===== src/rtl/dtw_pkg.sv =====
// Shared definitions for the DTW result path: FSM state encoding, record word
// indices and the saturating counter helper used by the optional statistics.
package dtw_pkg;

    typedef enum logic [2:0] {
        IDLE     = 3'd0,
        CAP_QID  = 3'd1,
        WAIT_POS = 3'd2,
        CAP_POS  = 3'd3,
        WAIT_MIN = 3'd4,
        CAP_MIN  = 3'd5,
        EVAL     = 3'd6,
        EMIT     = 3'd7
    } dtw_state_e;

    localparam int REC_QID = 0;
    localparam int REC_POS = 1;
    localparam int REC_MIN = 2;

    localparam int DEF_WIDTH      = 16;
    localparam int DEF_AXIS_WIDTH = 32;
    localparam int HIT_BIT        = DEF_AXIS_WIDTH - 1;

    function automatic logic [31:0] sat_inc(input logic [31:0] value);
        return (value == 32'hFFFF_FFFF) ? value : value + 32'd1;
    endfunction

endpackage


===== src/rtl/dtw_result_filter_if.sv =====
// AXI-Stream beat bundle carrying result packets toward the DMA/host side.
interface dtw_result_filter_if #(
    parameter int AXIS_WIDTH = 32
);
    logic [AXIS_WIDTH-1:0] tdata;
    logic                  tvalid;
    logic                  tready;
    logic                  tlast;

    modport master (output tdata, output tvalid, output tlast, input tready);
    modport slave  (input tdata, input tvalid, input tlast, output tready);
endinterface


===== src/rtl/dtw_axis_beat_reg.sv =====
// One-entry AXI-Stream output register: holds tdata/tlast stable while the
// downstream stalls, and reports when the held beat is taken.
module dtw_axis_beat_reg #(
    parameter int AXIS_WIDTH = 32
) (
    input  logic                  clk,
    input  logic                  rst,
    input  logic                  load,
    input  logic [AXIS_WIDTH-1:0] load_data,
    input  logic                  load_last,
    output logic                  accept,
    dtw_result_filter_if.master   m_axis
);

    logic [AXIS_WIDTH-1:0] tdata_reg;
    logic                  tvalid_reg;
    logic                  tlast_reg;

    assign accept = tvalid_reg & m_axis.tready;

    // The owner may only load while empty or in the cycle the held beat leaves.
    always_ff @(posedge clk) begin
        if (rst) begin
            tdata_reg  <= '0;
            tvalid_reg <= 1'b0;
            tlast_reg  <= 1'b0;
        end else if (load) begin
            tdata_reg  <= load_data;
            tvalid_reg <= 1'b1;
            tlast_reg  <= load_last;
        end else if (accept) begin
            tvalid_reg <= 1'b0;
            tlast_reg  <= 1'b0;
        end
    end

    assign m_axis.tdata  = tdata_reg;
    assign m_axis.tvalid = tvalid_reg;
    assign m_axis.tlast  = tlast_reg;

endmodule


===== src/rtl/dtw_result_filter.sv =====
// Drains 3-word DTW result records from the core FIFO, classifies hit/miss
// against a threshold and emits 3-beat AXI-Stream packets. Optional counters: DTW_RESULT_STATS_EN.
module dtw_result_filter
    import dtw_pkg::*;
#(
    parameter int WIDTH      = 16,
    parameter int AXIS_WIDTH = 32,
    parameter int DROP_MISS  = 0
) (
    input  logic                  clk,
    input  logic                  rst,
    input  logic                  enable,
    input  logic [WIDTH-1:0]      threshold,
    output logic                  res_fifo_rden,
    input  logic                  res_fifo_empty,
    input  logic [AXIS_WIDTH-1:0] res_fifo_data,
    dtw_result_filter_if.master   m_axis,
    output logic                  busy
`ifdef DTW_RESULT_STATS_EN
    ,
    output logic [31:0]           hit_count,
    output logic [31:0]           miss_count
`endif
);

    dtw_state_e            state_reg, state_next;
    logic [1:0]            beat_idx_reg, beat_idx_next;
    logic                  hit_reg;
    logic                  hit;
    logic [2:0]            cap_sel;
    logic [AXIS_WIDTH-1:0] rec_word [3];
    logic [AXIS_WIDTH-1:0] min_beat;
    logic                  beat_load;
    logic [AXIS_WIDTH-1:0] beat_data;
    logic                  beat_last;
    logic                  beat_accept;

    assign cap_sel = {state_reg == CAP_MIN, state_reg == CAP_POS, state_reg == CAP_QID};

    genvar gi;
    generate
        for (gi = 0; gi < 3; gi++) begin : g_rec
            logic [AXIS_WIDTH-1:0] word_reg;
            always_ff @(posedge clk) begin
                if (rst) begin
                    word_reg <= '0;
                end else if (cap_sel[gi]) begin
                    word_reg <= res_fifo_data;
                end
            end
            assign rec_word[gi] = word_reg;
        end
    endgenerate

    // Upper bits of the third word are don't-care; only minval is compared.
    assign hit      = (rec_word[REC_MIN][WIDTH-1:0] <= threshold);
    assign min_beat = {hit_reg, {(AXIS_WIDTH-WIDTH-1){1'b0}}, rec_word[REC_MIN][WIDTH-1:0]};
    assign busy     = (state_reg != IDLE);

    always_ff @(posedge clk) begin
        if (rst) begin
            state_reg    <= IDLE;
            beat_idx_reg <= 2'd0;
            hit_reg      <= 1'b0;
        end else begin
            state_reg    <= state_next;
            beat_idx_reg <= beat_idx_next;
            if (state_reg == EVAL) begin
                hit_reg <= hit;
            end
        end
    end

    always_comb begin
        state_next    = state_reg;
        beat_idx_next = beat_idx_reg;
        res_fifo_rden = 1'b0;
        beat_load     = 1'b0;
        beat_data     = '0;
        beat_last     = 1'b0;
        case (state_reg)
            IDLE: begin
                if (enable && !res_fifo_empty) begin
                    res_fifo_rden = 1'b1;
                    state_next    = CAP_QID;
                end
            end
            CAP_QID: begin
                res_fifo_rden = !res_fifo_empty;
                state_next    = res_fifo_empty ? WAIT_POS : CAP_POS;
            end
            WAIT_POS: begin
                if (!res_fifo_empty) begin
                    res_fifo_rden = 1'b1;
                    state_next    = CAP_POS;
                end
            end
            CAP_POS: begin
                res_fifo_rden = !res_fifo_empty;
                state_next    = res_fifo_empty ? WAIT_MIN : CAP_MIN;
            end
            WAIT_MIN: begin
                if (!res_fifo_empty) begin
                    res_fifo_rden = 1'b1;
                    state_next    = CAP_MIN;
                end
            end
            CAP_MIN: state_next = EVAL;
            EVAL: begin
                if (DROP_MISS != 0 && !hit) begin
                    state_next = IDLE;
                end else begin
                    beat_load     = 1'b1;
                    beat_data     = rec_word[REC_QID];
                    beat_idx_next = 2'd0;
                    state_next    = EMIT;
                end
            end
            EMIT: begin
                if (beat_accept) begin
                    if (beat_idx_reg == 2'd2) begin
                        state_next = IDLE;
                    end else begin
                        beat_load     = 1'b1;
                        beat_idx_next = beat_idx_reg + 2'd1;
                        if (beat_idx_reg == 2'd0) begin
                            beat_data = rec_word[REC_POS];
                        end else begin
                            beat_data = min_beat;
                            beat_last = 1'b1;
                        end
                    end
                end
            end
            default: state_next = IDLE;
        endcase
    end

    dtw_axis_beat_reg #(
        .AXIS_WIDTH(AXIS_WIDTH)
    ) u_beat (
        .clk       (clk),
        .rst       (rst),
        .load      (beat_load),
        .load_data (beat_data),
        .load_last (beat_last),
        .accept    (beat_accept),
        .m_axis    (m_axis)
    );

`ifdef DTW_RESULT_STATS_EN
    logic [31:0] hit_count_reg;
    logic [31:0] miss_count_reg;

    // Every record passes EVAL exactly once, dropped misses included.
    always_ff @(posedge clk) begin
        if (rst) begin
            hit_count_reg  <= 32'd0;
            miss_count_reg <= 32'd0;
        end else if (state_reg == EVAL) begin
            if (hit) begin
                hit_count_reg <= sat_inc(hit_count_reg);
            end else begin
                miss_count_reg <= sat_inc(miss_count_reg);
            end
        end
    end

    assign hit_count  = hit_count_reg;
    assign miss_count = miss_count_reg;
`endif

endmodule


===== src/flat_wrapper.sv =====
// flat-port wrapper written by rule: the top's interface ports become plain ports
module dtw_result_filter_flat import dtw_pkg::*;
#(
    parameter int WIDTH      = 16,
    parameter int AXIS_WIDTH = 32,
    parameter int DROP_MISS  = 0
)
  (clk, rst, enable, threshold, res_fifo_rden, res_fifo_empty, res_fifo_data, busy, m_axis_tdata, m_axis_tvalid, m_axis_tlast, m_axis_tready);
  dtw_result_filter_if #(.AXIS_WIDTH(AXIS_WIDTH)) m_axis_i ();
  input  logic clk;
  input  logic rst;
  input  logic enable;
  input  logic [WIDTH-1:0] threshold;
  output logic res_fifo_rden;
  input  logic res_fifo_empty;
  input  logic [AXIS_WIDTH-1:0] res_fifo_data;
  output logic busy;
  output wire logic [$bits(m_axis_i.tdata)-1:0] m_axis_tdata;
  output wire logic [$bits(m_axis_i.tvalid)-1:0] m_axis_tvalid;
  output wire logic [$bits(m_axis_i.tlast)-1:0] m_axis_tlast;
  input wire logic [$bits(m_axis_i.tready)-1:0] m_axis_tready;
  assign m_axis_tdata = m_axis_i.tdata;
  assign m_axis_tvalid = m_axis_i.tvalid;
  assign m_axis_tlast = m_axis_i.tlast;
  assign m_axis_i.tready = m_axis_tready;
  dtw_result_filter #(.WIDTH(WIDTH), .AXIS_WIDTH(AXIS_WIDTH), .DROP_MISS(DROP_MISS)) u_core (.clk(clk), .rst(rst), .enable(enable), .threshold(threshold), .res_fifo_rden(res_fifo_rden), .res_fifo_empty(res_fifo_empty), .res_fifo_data(res_fifo_data), .m_axis(m_axis_i), .busy(busy));
endmodule

===== config.mk =====
export PLATFORM = sky130hd
export DESIGN_NAME = dtw_result_filter_flat
export DESIGN_NICKNAME = d
export VERILOG_FILES = /design/src/rtl/dtw_pkg.sv /design/src/rtl/dtw_result_filter_if.sv /design/src/rtl/dtw_axis_beat_reg.sv /design/src/rtl/dtw_result_filter.sv /design/src/flat_wrapper.sv
export SDC_FILE = /design/constraint.sdc
export NUM_CORES = 1
export LEC_CHECK = 0
export CAP_MARGIN = 30
export CORE_MARGIN = 5
export CORE_UTILIZATION = 53
export DETAILED_ROUTE_END_ITERATION = 16
export MAX_ROUTING_LAYER = met4
export PLACE_DENSITY_LB_ADDON = 0.05
export SYNTH_ARGS = -nofsm -noshare
export SYNTH_HDL_FRONTEND = slang
export SYNTH_HIERARCHICAL = 1
export SYNTH_SLANG_ARGS = --single-unit

===== constraint.sdc =====
create_clock -name clk -period 3 [get_ports clk]
set_input_delay 0.9 -clock clk [delete_from_list [all_inputs] [get_ports clk]]
set_output_delay 0.9 -clock clk [all_outputs]
set_load 0.05 [all_outputs]

# ---- Yosys cells after proc, flatten, opt, wreduce, memory -nomap -nowiden
# Cells that the tools add are included.
dict set report totals {
  regBits 120
  word_cells 65
}
dict set report classes {
  add_sub_neg 1
  n_lt_le_gt_ge 1
  eq_ne 14
  n_mux 28
  bitwise 1
  reduce_logical 11
}
# operator n
set op_table {}
lappend op_table {{2-to-1 mux 32 bit} 3}
lappend op_table {{case mux 32 bit (2 select lines)} 1}
lappend op_table {{case mux 3 bit (8 select lines)} 1}
lappend op_table {{<= comparator 16 bit} 1}
lappend op_table {{2-to-1 mux 3 bit} 5}
lappend op_table {{2-to-1 mux 1 bit} 13}
lappend op_table {{equality test 3 bit, second input constant} 4}
lappend op_table {{equality test 3 x 2 -> 1 bit, second input constant} 2}
lappend op_table {{!= test 2 x 1 -> 1 bit, second input constant} 3}
lappend op_table {{!= test 2 bit, second input constant} 3}
lappend op_table {{AND reduction 5 bit} 1}
lappend op_table {{2-to-1 mux 2 bit} 2}
lappend op_table {{case mux 2 bit (2 select lines)} 1}
lappend op_table {{nonzero test 2 bit} 2}
lappend op_table {{OR reduction 2 bit} 2}
lappend op_table {{equality test 3 x 1 -> 1 bit, second input constant} 1}
lappend op_table {{zero test 3 bit} 1}
lappend op_table {{case mux 1 bit (3 select lines)} 1}
lappend op_table {{AND reduction 3 bit} 1}
lappend op_table {{nonzero test 3 bit} 1}
lappend op_table {{adder 2 x 1 -> 2 bit, second input constant} 1}
lappend op_table {{equality test 2 bit, second input constant} 1}
lappend op_table {{zero test 2 bit} 1}
lappend op_table {{case mux 1 bit (2 select lines)} 1}
lappend op_table {{3 further kinds} 3}

# ---- Depth between registers and ports, before layout
# Gate-level depths: netlist of run 1.
dict set report depth {
  word_depth 6
  mapped_depth 9
  ltp_nobuf 7
}

# ---- By module
# Netlist of run 1, hierarchy kept.
# module instances cells_per_inst area_per_inst_um2 seq_area_each_um2
set by_module_without_submodules {}
lappend by_module_without_submodules {dtw_result_filter 1 534 3992.6 1721.7}
lappend by_module_without_submodules {dtw_axis_beat_reg 1 113 1211.2 680.7}

# ---- Worst setup path before layout of run 1
# No wires, ideal clock.
dict set report synth_path {
  path_type {input port to output port}
  startpoint {input port enable}
  endpoint {output port res_fifo_rden}
  t_arrival_ns 1.716
  required_time_ns 2.100
  setup_slack_ns 0.384
  cell_stages 4
  n_path_buf 0
  cell_sequence {nor3_1 nor2_1 a21oi_1 nor2_1}
}
dict set report synth_via {
  elab_chain_cells 3
}
# element line
set synth_lines {}
lappend synth_lines {{start, declared} flat_wrapper.sv:12} ;# input logic enable;
lappend synth_lines {{logical AND 1 bit} dtw_result_filter.sv:83} ;# if (enable && !res_fifo_empty) begin
lappend synth_lines {{2-to-1 mux 1 bit} dtw_result_filter.sv:83}
lappend synth_lines {{case mux 1 bit (3 select lines)} dtw_result_filter.sv:81} ;# case (state_reg)
lappend synth_lines {{end, declared} flat_wrapper.sv:14} ;# output logic res_fifo_rden;
# No other way between the ends.

# ---- Worst setup path in the final report of run 1
# Ends and elaborated chain as after synthesis.

==> results of run 1 <==
-- worst reg2reg max path, cell delays in order (launching register included) --
cell,delay [ns]
dfxtp_1,0.33
inv_1,0.08
ha_1,0.62
buf_4,0.35
mux2i_1,0.20
o21ai_0,0.09
mux2i_1,0.19
nor2_1,0.07
-- synth_stat cells, drive strengths merged, types with 2 or more instances --
| library cell | n | area, um^2 |
|---|---|---|
| nand2 | 188 | 706 |
| inv | 19 | 71.3 |
| or3b | 2 | 17.5 |
| mux2i | 49 | 490 |
| and3b | 2 | 17.5 |
| a22o | 15 | 131 |
| dfxtp | 120 | 2400 |
| ha | 18 | 225 |
| nor3 | 4 | 20.0 |
| nor2 | 42 | 158 |
| or3 | 2 | 12.5 |
| a21oi | 94 | 474 |
| nand4 | 4 | 25.0 |
| nand3 | 2 | 10.0 |
| o21ai | 19 | 95.1 |
| and2 | 2 | 12.5 |
| buf | 11 | 67.6 |
| or2 | 2 | 12.5 |
| a211oi | 3 | 22.5 |
| clkbuf | 36 | 135 |
| nor4 | 2 | 12.5 |
-- what timing repair did --
| item | CTS | global route |
|---|---|---|
| buffers inserted | 0 | 0 |
| setup endpoints to repair | 0 | 1 |
| gates resized for setup | 0 | 1 |
| hold buffers | 0 | 0 |
-- cell type report --
cell class,count,area (um^2)
Clock buffer,19,432
Clock inverter,13,170
Fill cell,815,2890
Inverter,19,71.3
Multi-Input combinational cell,461,2540
Sequential cell,120,2400
Tap cell,133,166
Timing Repair Buffer,101,1010
-- power by group --
part / switching, mW / total, mW / internal, mW
Sequential: 0.0142 / 1.63 / 1.62
Combinational: 0.109 / 0.209 / 0.101
Clock: 0.739 / 2.04 / 1.30
Total: 0.862 / 3.88 / 3.01
-- per-layer routing --
| metal | part of all wire | global-route usage |
|---|---|---|
| met5 | 0 | - |
| met4 | 0.016 | 0.0884 |
| met3 | 0.054 | 0.0462 |
| met2 | 0.48 | 0.382 |
| met1 | 0.45 | 0.309 |
-- worst min-delay path by stage --
stage | startpoint | endpoint | slack, ns | cells after the start
floorplan | u_core/g_rec[1].word_reg[0]$_SDFFE_PP0N_ | u_core/g_rec[1].word_reg[0]$_SDFFE_PP0N_ | 0.44 | 2
global placement | u_core/g_rec[1].word_reg[17]$_SDFFE_PP0N_ | u_core/g_rec[1].word_reg[17]$_SDFFE_PP0N_ | 0.44 | 2
detailed placement | u_core/g_rec[0].word_reg[15]$_SDFFE_PP0N_ | u_core/g_rec[0].word_reg[15]$_SDFFE_PP0N_ | 0.45 | 2
CTS | u_core/g_rec[0].word_reg[15]$_SDFFE_PP0N_ | u_core/g_rec[0].word_reg[15]$_SDFFE_PP0N_ | 0.46 | 2
global route | u_core/g_rec[0].word_reg[17]$_SDFFE_PP0N_ | u_core/g_rec[0].word_reg[17]$_SDFFE_PP0N_ | 0.47 | 2
finish | u_core/g_rec[0].word_reg[8]$_SDFFE_PP0N_ | u_core/g_rec[0].word_reg[8]$_SDFFE_PP0N_ | 0.45 | 2
-- cell families (layout without fill, tap and decap cells) --
family / after synthesis / in the layout / synth area share
AND/OR/NAND/NOR: 256 / 256 / 0.198
AO/OA/AOI/OAI: 138 / 138 / 0.150
flip-flops: 120 / 120 / 0.462
buffers and inverters: 66 / 152 / 0.0527
multiplexers: 49 / 49 / 0.0943
adder cells (fa/ha/maj): 18 / 18 / 0.0433
-- through the flow --
stage               hold WS [ns]  cell area (um^2)  power (mW)  cells  utilization
floorplan                  0.436              5200        1.76    647            -
global placement           0.441              6190        1.87    834        0.639
detailed placement         0.449              6190        1.87    834        0.639
CTS                        0.456              6790        3.91    866        0.701
global route               0.474              6790        4.02    866        0.701
finish                     0.452              6790        3.88    866        0.701
==> results.yml, run 1 <==
sta:
  slew_headroom: 0.432
  fin_ws_ns: 0.198
  fmax_mhz: 357
  finalCriticalPeriod_ns: 2.80
  rsz0062_at_grt: "false"
  setup_viol_count_final: 0
  finalCritPeriodShare: 0.934
  fin_worst_skew_ns: 0.00766
  fin_tns_setup_ns: 0
  hold_viol: 0
  tightest_slew_ns: 0.852
  drv_slew: 0
yosys:
  ys_seq_elements: 120
  syn_nets: 718
  ys_warn_count: 6
  yosysSeqAreaShare: 0.462
  netlist_area_um2: 5200
  yosysUniqueCellTypes: 37
  syn_area_per_cell_um2: 8.04
  synthFlopType: "dfxtp_1"
  postSynthCellCount: 647
  synth-async-reset-ratio: 0
  synth_edf_count: 0
critical_path:
  r2r_setup_slack_ns: 0.93
  crit_type: "input pin to output port"
  reg2reg_depth: 7
  worst_path_max_delay_cell: "clkdlybuf4s50_1"
  worstSetupStartpoint: "enable"
  cp_top_family: "buffers and inverters"
  crit_chain: "clkdlybuf4s50_1 -> nor3_1 -> nor2_1 -> a21oi_1 -> nor2_1 -> buf_12"
  r2r-start: "u_core/beat_idx_reg[0]$_SDFFE_PP0P_"
  cp.arrival_ns: 1.90
  cp.depth: 6
  critPathBufInv: 2
  critPathMaxStageDelay_ns: 0.39
  cpMostUsedCell: "nor2_1"
  path_max_fanout: 2
  start_kind: "input pin"
  critPathCaptureType: "output port"
  critPathCapture: "res_fifo_rden"
  worstPathRequired_ns: 2.10
  regToRegEndpoint: "u_core/u_beat/m_axis.tdata[12]$_SDFFE_PP0P_"
routing:
  num_vias: 4638
  drt-total-wl_um: 13400
  detail_route.wl_per_cell_um: 15.4
  via_per_inst: 5.36
  drtIter0Drc: 283
  first_pass_iters: 4
  drc: 0
  drtAntennaViolNets: 0
pwr:
  vdd_ir_drop_max_mv: 0.442
  cellPowerDensity_nw_per_um2: 571
  p_leak_nw: 2.53
clocking:
  cts_root_buf: "clkbuf_8"
  cts_buffers: 17
  h-tree-depth: 4
  clock_latency_ns: 0.50
  clk_pin_slew_worst_paths_ns: 0.06
  cts_sinks: 120
  cts_tree: "done"
  cts_buffer_depth: 2
final_layout:
  largest_reg_flops: 80
  syn2layout_area_growth_pct: 30.5
  antenna_cells: 0
  layout.nets: 791
  final_layout_size_suffix_gt1_frac: 0.0723
  final_common_cell: "nand2_1"
  final_cell_mix: "nand2_1 (187), dfxtp_1 (120), a21oi_1 (93)"
global_routing:
  grt_overflow_total: 0
  grt_pass1_vias: 4554
  grt_pass1_wl_um: 22100
  grt_usage: 0.242
  antenna_found_initial: 0
  grt_max_degree: 120
outcome:
  outcome: "finished, final reports clean"
floorplan:
  die_y_um: 109
  core_um2: 9680
  initial_core_util: 0.537
  rows: 36
  io_pins: 89
  dieArea_um2: 11900
  die_w_um: 109
placed_design:
  place_hpwl_um: 8350
  port_buffers: 88
  pre_cts_slack_ns: 0.160
  place.gp.congestion: 0.808
flow_run:
  drv_cap: 0
min_path:
  worst_hold_path_type: "flop to flop"
No activity file was read; power rests on OpenSTA's default activity.
==> inputs of run 2 (changes only) <==
--- a/config.mk
+++ b/config.mk
@@ -11,6 +11,7 @@
 export DETAILED_ROUTE_END_ITERATION = 16
 export MAX_ROUTING_LAYER = met4
 export PLACE_DENSITY_LB_ADDON = 0.05
+export SLEW_MARGIN = 20
 export SYNTH_ARGS = -nofsm -noshare
 export SYNTH_HDL_FRONTEND = slang
 export SYNTH_HIERARCHICAL = 1
==> constraint.sdc (replaced) <==
create_clock -name clk -period 3 [get_ports clk]
set_input_delay 0.9 -clock clk [delete_from_list [all_inputs] [get_ports clk]]
set_output_delay 0.9 -clock clk [all_outputs]
set_load 0.005 [all_outputs]
==> run 2 against run 1 <==
Compared with the run above:
- die area is the same
- critical path depth shrank 4
- flip-flop and latch count unchanged
- combinational power fell by 5%
- final cell count is 0.12% higher
- count of clock-buffer cells in the layout down 1
- global-route usage grew 0.26 points
- wire length is 1.4% higher
- non-clock buffer count grew 1
- critical endpoint is now busy
- largest cell class unchanged
- largest power group unchanged
==> results.yml, run 2 (synthesis gave the netlist of run 1 again) <==
outcome:
  outcome: "finished, final reports clean"
flow_run:
  drv_cap: 0
routing:
  first_pass_iters: 5
  drc: 0
  drtIter0Drc: 190
  detail_route.wl_per_cell_um: 15.6
  drt-total-wl_um: 13500
  num_vias: 4639
  via_per_inst: 5.35
  drtAntennaViolNets: 0
sta:
  rsz0062_at_grt: "false"
  finalCriticalPeriod_ns: 2.74
  tightest_slew_ns: 0.810
  holdWs_ns: 0.454
  fmax_mhz: 365
  slew_headroom: 0.460
  fin_tns_setup_ns: 0
  setup_viol_count_final: 0
  drv_slew: 0
  fin_worst_skew_ns: 0.00806
  fin_ws_ns: 0.262
  finalCritPeriodShare: 0.913
  hold_viol: 0
placed_design:
  place_hpwl_um: 8300
  place.gp.congestion: 0.793
  pre_cts_slack_ns: -0.111
  dp.cells: 834
  port_buffers: 88
  placed_cell_area_um2: 6170
global_routing:
  grt_pass1_wl_um: 22200
  grt_max_degree: 57
  grt_pass1_vias: 4597
  grt_overflow_total: 0
  antenna_found_initial: 0
  grt_usage: 0.245
floorplan:
  io_pins: 89
  die_y_um: 109
  initial_core_util: 0.537
  core_um2: 9680
  dieArea_um2: 11900
  die_w_um: 109
  rows: 36
critical_path:
  crit_type: "flop to output port"
  critPathMaxStageDelay_ns: 0.65
  worstPathRequired_ns: 2.10
  crit_chain: "or3_1 -> clkdlybuf4s50_1"
  start_kind: "flop"
  path_max_fanout: 17
  critPathCaptureType: "output port"
  cp.arrival_ns: 1.84
  worst_path_max_delay_cell: "dfxtp_1"
final_layout:
  final_cell_mix: "nand2_1 (187), dfxtp_1 (120), a21oi_1 (93)"
  final_layout_size_suffix_gt1_frac: 0.0749
  stdcell_area_um2: 6780
  largest_reg_flops: 80
  final_common_cell: "nand2_1"
  layout.nets: 792
  final_cells: 867
  utilization: 0.700
  fillCellCount: 803
  antenna_cells: 0
  syn2layout_area_growth_pct: 30.3
clocking:
  h-tree-depth: 4
  cts_buffer_depth: 2
  cts_buffers: 17
  cts_tree: "done"
  clk_pin_slew_worst_paths_ns: 0.06
  cts_root_buf: "clkbuf_8"
  cts_sinks: 120
  clock_latency_ns: 0.51
pwr:
  p_total_mw: 3.86
  p_leak_nw: 2.52
  vdd_ir_drop_max_mv: 0.412
  cellPowerDensity_nw_per_um2: 569
min_path:
  worst_hold_path_type: "flop to flop"
run 2: power breakdown:
part / internal [mW] / leakage [nW] / switching (mW)
clock network: 1.29 / 0.287 / 0.740
logic: 0.0981 / 1.27 / 0.100
registers: 1.62 / 0.968 / 0.0160
run 2: final timing paths:
check / cells past startpoint / end / slack [ns] / from
max: 2 / busy / 0.26 / u_core/state_reg[2]$_SDFFE_PP0P_
min: 2 / u_core/g_rec[0].word_reg[2]$_SDFFE_PP0N_ / 0.45 / u_core/g_rec[0].word_reg[2]$_SDFFE_PP0N_
max reg2reg: 6 / u_core/u_beat/m_axis.tdata[1]$_SDFFE_PP0P_ / 0.95 / u_core/state_reg[1]$_SDFFE_PP0P_
min reg2reg: 2 / u_core/g_rec[0].word_reg[2]$_SDFFE_PP0N_ / 0.45 / u_core/g_rec[0].word_reg[2]$_SDFFE_PP0N_
run 2: final cells by class:
class	count	area, um^2	area share
timing repair buffer	102	997	0.147
tap	133	166	0.0245
clock buffer	18	428	0.0631
clock inverter	14	175	0.0258
multi-input combinational	461	2540	0.375
sequential	120	2400	0.354
inverter	19	71.3	0.0105
run 2: layer usage:
layer  GRT usage  wire length [um]  up-vias
li1            -                 -     2314
met1       0.311              6170     2200
met2       0.397              6610      115
met3      0.0438               692       10
met4      0.0766                75        0
met5           -                 0        -
run 2: repair_timing:
| action | 4_1_cts | 5_1_grt |
|---|---|---|
| buffers inserted | 0 | 1 |
| resized for setup | 2 | 1 |
| hold endpoints to repair | 0 | 0 |
| pin swaps | 0 | 1 |
| hold buffers | 0 | 0 |
| endpoints found under the setup margin | 1 | 1 |
| cloned | 0 | 0 |
run 2: critical path: cells and delay by family, from the launching register on:
| kind | cells | cell delay [ns] |
|---|---|---|
| flip-flops | 1 | 0.65 |
| buffers and inverters | 1 | 0.49 |
| AND/OR/NAND/NOR | 1 | 0.18 |
